File: config.mk
export PLATFORM = sky130hd
export DESIGN_NAME = bist_misr
export DESIGN_NICKNAME = d
export VERILOG_FILES = /design/src/rtl/bist_sig_checker_pkg.sv /design/src/rtl/bist_misr.sv
export SDC_FILE = /design/constraint.sdc
export NUM_CORES = 1
export LEC_CHECK = 0
export ABC_AREA = 1
export CORE_AREA = 3 3 40 42
export CTS_BUF_LIST = sky130_fd_sc_hd__clkbuf_8
export DETAILED_ROUTE_END_ITERATION = 12
export DIE_AREA = 0 0 43 45
export DONT_BUFFER_PORTS = 1
export PLACE_DENSITY = 0.48
export SLEW_MARGIN = 20
export SYNTH_ARGS = -nofsm -noshare
export SYNTH_HDL_FRONTEND = slang
export SYNTH_SLANG_ARGS = --single-unit
File: constraint.sdc
create_clock -name clk -period 1 [get_ports clk]
set_clock_uncertainty 0.05 [all_clocks]
set_input_delay 0.15 -clock clk [delete_from_list [all_inputs] [get_ports clk]]
set_output_delay 0.15 -clock clk [all_outputs]
set_load 0.01 [all_outputs]
File: src/rtl/bist_sig_checker_pkg.sv
// Shared BIST checker definitions: state encodings, default parameters and result flags.
// The same values are used by the BIST controller and the pattern generator.
package bist_sig_checker_pkg;

  localparam int          DEF_DATA_W     = 8;
  localparam int          DEF_CNT_W      = 16;
  localparam int          DEF_NCLOCK     = 650;
  localparam logic [7:0]  DEF_MISR_POLY  = 8'h1D;
  localparam logic [7:0]  DEF_MISR_SEED  = 8'h00;
  localparam logic [7:0]  DEF_GOLDEN_SIG = 8'h00;

  localparam logic [2:0] ST_IDLE    = 3'd0;
  localparam logic [2:0] ST_ARMED   = 3'd1;
  localparam logic [2:0] ST_COMPACT = 3'd2;
  localparam logic [2:0] ST_EVAL    = 3'd3;
  localparam logic [2:0] ST_RESULT  = 3'd4;

  typedef struct packed {
    logic done;
    logic pass;
    logic fail;
    logic cycle_err;
  } res_t;

endpackage

File: src/rtl/bist_misr.sv
// Multiple-input signature register: shift left, fold the MSB back through POLY, XOR data in.
module bist_misr
  import bist_sig_checker_pkg::*;
#(
  parameter int                DATA_W = DEF_DATA_W,
  parameter logic [DATA_W-1:0] POLY   = DEF_MISR_POLY,
  parameter logic [DATA_W-1:0] SEED   = DEF_MISR_SEED
) (
  input  logic              clk,
  input  logic              reset,
  input  logic              clear_i,
  input  logic              en_i,
  input  logic [DATA_W-1:0] data_i,
  output logic [DATA_W-1:0] sig_o
);

  logic [DATA_W-1:0] sig_q, sig_d;

  always_comb begin
    sig_d = sig_q;
    if (clear_i)
      sig_d = SEED;
    else if (en_i)
      sig_d = {sig_q[DATA_W-2:0], 1'b0} ^ (sig_q[DATA_W-1] ? POLY : '0) ^ data_i;
  end

  always_ff @(posedge clk or posedge reset) begin
    if (reset) sig_q <= SEED;
    else       sig_q <= sig_d;
  end

  assign sig_o = sig_q;

endmodule

# Yosys cells after proc, flatten, opt, wreduce, memory -nomap -nowiden

Cells that the tools add are included.

Add/sub/neg operators: 0
Multipliers: 0
Divide/modulo/power cells: 0
Order comparisons: 0
Equality and inequality tests: 0
Shift-type cells: 0
Mux-type cells: 3
Bitwise logic cells: 2
Reduce and logical (&&, ||, !) cells: 1

Operators with widths:

| operator                             | number |
|---|---|
| 8-bit 2-to-1 mux                     | 2 |
| 8-bit by 5-bit XOR with 8-bit output | 1 |
| 8-bit XOR                            | 1 |
| 5-bit 2-to-1 mux                     | 1 |
| 2-bit nonzero test                   | 1 |

Register bits: 8
Bits in latches: 0
Memory bits (writable): 0
Memory bits (read-only): 0
Input port bits: 12
Output and inout port bits: 8
Memories kept: 0

# Depth between registers and ports, before layout

Depth in word-level cells: 5
Mapped depth: 6
Mapped depth without buffers: 6

# Least setup slack after synthesis

No wires, ideal clock.

Path type: reg-to-reg
Start: reg sig_q[7], in the netlist sig_o[7]
End: reg sig_q[2], in the netlist sig_o[2]
Arrival: 0.783 ns
Data required time: 0.833 ns
Slack: 0.050 ns
Cell stages (with the launch flop): 7
Cell sequence: dfrtp_1 > inv_2 > nand2_1 > nand2_1 > nand2_1 > nand3_1 > nand2_1

Cells in the longest elaborated chain, start to end: 5

Ends and longest elaborated chain:

| what                                 | line            | text |
|---|---|---|
| start, declared                      | bist_misr.sv:17 | `logic [DATA_W-1:0] sig_q, sig_d;` |
| start signal, assigned               | bist_misr.sv:29 | `else sig_q <= sig_d;` |
| 5-bit 2-to-1 mux                     | bist_misr.sv:24 | `sig_d = {sig_q[DATA_W-2:0], 1'b0} ^ (sig_q[DATA_W-1] ? POLY : '0) ^ data_i;` |
| 8-bit by 5-bit XOR with 8-bit output | bist_misr.sv:24 |  |
| 8-bit XOR                            | bist_misr.sv:24 |  |
| 8-bit 2-to-1 mux                     | bist_misr.sv:23 | `else if (en_i)` |
| 8-bit 2-to-1 mux                     | bist_misr.sv:21 | `if (clear_i)` |

No other way between the ends. The select of a mux whose other input is x is not followed.
A chain may end at the register's enable or synchronous reset.

# Worst setup path after layout

Start: reg sig_q[7], in the netlist sig_o[7]
End: out sig_o[7]

RTL lines:

| what          | line            | text |
|---|---|---|
| end, declared | bist_misr.sv:14 | `output logic [DATA_W-1:0] sig_o` |

No word-level cell between the ends.

==> impl_metrics.toml <==
[run_status]
status = "finished with violations"
violations = "negative setup slack"

[setup_path]
worst-setup-path-type = "register to output pin"
worstPathCellList = "buf_6"
crit_path_start_kind = "register"
critical_path.top_delay_family = "flip-flops"
cp-end-kind = "output pin"
cp.arrival_ns = 0.82
path_buf_inv = 1
crit_fanout = 6
worstPathRequired_ns = 0.80
cp_slowest_cell = "dfrtp_2"
cpPeakStageDelay_ns = 0.45

[clock_network]
clock_path_buffers = 2
clkSinkCount = 8
path_clk_slew_ns = 0.04
cts_buffers = 3
clock_latency_ns = 0.23
cts_tree = "done"
clock-root-buffer = "clkbuf_8"
cts.htree.levels = 1

[layout]
areaGrowthSynthToFinish_pct = 33.81
drive_above_1_share_pct = 23.19
n_antenna_cell = 0
nets = 83
multiInputGateArea_um2 = 210.2
fill_cells = 140
utilization_pct = 45.86
seqCellArea_um2 = 201.4
largest_reg_flops = 8

[synthesis]
synth-compound-area-share_pct = 6.250
synth_cell_types = 10
yosys.area_share.adder_pct = 0
muxShareOfSynthArea_pct = 0
syn-num-nets = 71
syn_inst = 59
netlist_area_um2 = 440.4
ys_warn_count = 0
yosys.area_share.simple_pct = 28.13
yosys.area_share.xor_xnor_pct = 9.943
synth_top_family_by_area = "simple AND/OR/NAND/NOR gates"
postSynthAreaPerCell_um2 = 7.465
synth_top_area_share_pct = 45.45
yosys-top-cells-area = "dfrtp_1 45%, nand2_1 19%, xnor2_1 9.9%, inv_1 9.4%, nand3_1 6.8%"
synth_seq_cells = 8
synth_top_area_cell = "dfrtp_1"
synth.yosys.seq_area_share_pct = 45.45

[timing]
setup_violations = 1
rsz0062_at_grt = "true"
drv_slew = 0
worst_slack_ns = -0.01706
fmax_mhz = 983.2
worstMarginPinSlew_ns = 0.3059
max-slew-margin-rel_pct = 79.59
final_hold_viol_count = 0
fin_crit_ns = 1.017
fin_crit_sh_pct = 101.7
setup_tns_ns = -0.01706

[global_route]
grt_max_degree = 9
overflow = 0
grt_antenna_before_repair = 0
grt_pass1_wl_um = 1690
grt_pass1_vias = 394
track_usage_pct = 12.10

[die]
start_util_pct = 34.27
die_h_um = 45
coreArea_um2 = 1285
io_pins = 20
die_area_um2 = 1935
die_x_um = 43
rows = 13

[route]
first_iter_violations = 2
drt-pass1-iter-count = 4
vias = 400
remaining_drc_errors = 0
routed_wl_um = 1012
wl_per_cell_um = 12.05
ant_nets = 0
via_per_inst = 4.762

[placed_design]
gp_congestion = 0.6903
port_buffers = 0
hpwl_um = 769.2

[worst_hold_path]
hp-class = "input port to register"

[power]
max-vdd-ir-drop_uv = 1176
cellLeakagePower_nw = 0.3053
p_per_area_nw_per_um2 = 1621

[run]
drv_cap = 0
-- cell type report --
cell class                      count  area share [%]
Clock buffer                        3           7.006
Timing Repair Buffer                7           11.89
Sequential cell                     8           34.18
Tap cell                           15           3.185
Multi-Input combinational cell     39           35.67
Inverter                           12           8.068
-- per-layer routing --
metal | track usage [%] | vias up | routed length, um
met5 | 0 | - | 0
met4 | 5.422 | 0 | 16
met3 | 6.773 | 2 | 86
met2 | 20.06 | 20 | 500
met1 | 12.62 | 177 | 408
li1 | - | 201 | -
-- power by group --
part	total (W)	internal (W)	switching [W]
Sequential	0.000393	0.000353	0.0000405
Clock	0.000391	0.000261	0.000130
Combinational	0.000171	0.0000887	0.0000822
-- per-stage QoR --
step	instance area (um2)	total power [W]	instances	setup WS [ns]	hold WS, ns
2_1_floorplan	440.4	0.0004892	59	0.04978	-0.08434
3_3_place_gp	489.2	0.0005336	78	0.04225	-0.03402
3_5_place_dp	489.2	0.0005354	78	0.01133	-0.03837
4_1_cts	556.8	0.0009507	83	-0.005025	0.05126
5_1_grt	589.3	0.001010	84	-0.04775	0.04952
6_report	589.3	0.0009553	84	-0.01706	0.04635
-- cell usage after synthesis --
library cell and count:
inv_1 11, dfrtp_1 8, inv_2 1, xnor2_1 5, nand3_1 6, o21ai_1 1, o22ai_1 2, nor2_4 1
nand2_1 22, o21ai_0 2
-- cell usage in the layout (no fill, tap or decap), drive strengths merged --
cell / instances
xnor2: 5
inv: 12
nand3: 6
nor2: 1
buf: 6
clkbuf: 3
o21ai: 3
dlygate4sd3: 1
dfrtp: 8
o22ai: 2
nand2: 22
-- path summary, 6_finish.rpt --
path / start / end / slack (ns) / depth (start not counted)
worst max-delay path: sig_o[7]$_DFFE_PP0P_ / sig_o[7] / -0.02 / 1
worst min-delay path: data_i[0] / sig_o[0]$_DFFE_PP0P_ / 0.05 / 2
worst max register to register: sig_o[7]$_DFFE_PP0P_ / sig_o[0]$_DFFE_PP0P_ / 0.01 / 3
worst min register to register: sig_o[3]$_DFFE_PP0P_ / sig_o[3]$_DFFE_PP0P_ / 0.51 / 2
max in group asynchronous: reset / sig_o[7]$_DFFE_PP0P_ / 0.40 / 2
min in group asynchronous: reset / sig_o[4]$_DFFE_PP0P_ / 0.25 / 2
-- kinds of logic (layout without fill, tap and decap cells) --
kind of cell	Yosys count	after routing
buffers and inverters	12	22
AO/OA/AOI/OAI	5	5
flip-flops	8	8
XOR/XNOR	5	5
AND/OR/NAND/NOR	29	29
-- what timing repair did --
action                                 CTS  global route
gates resized for setup                  3             7
endpoints found under the hold margin    8             0
setup buffers                            1             1
setup endpoints to repair                2             8
hold buffers                             1             0
pin swaps                                0             0
(Power assumes the default switching activity.)
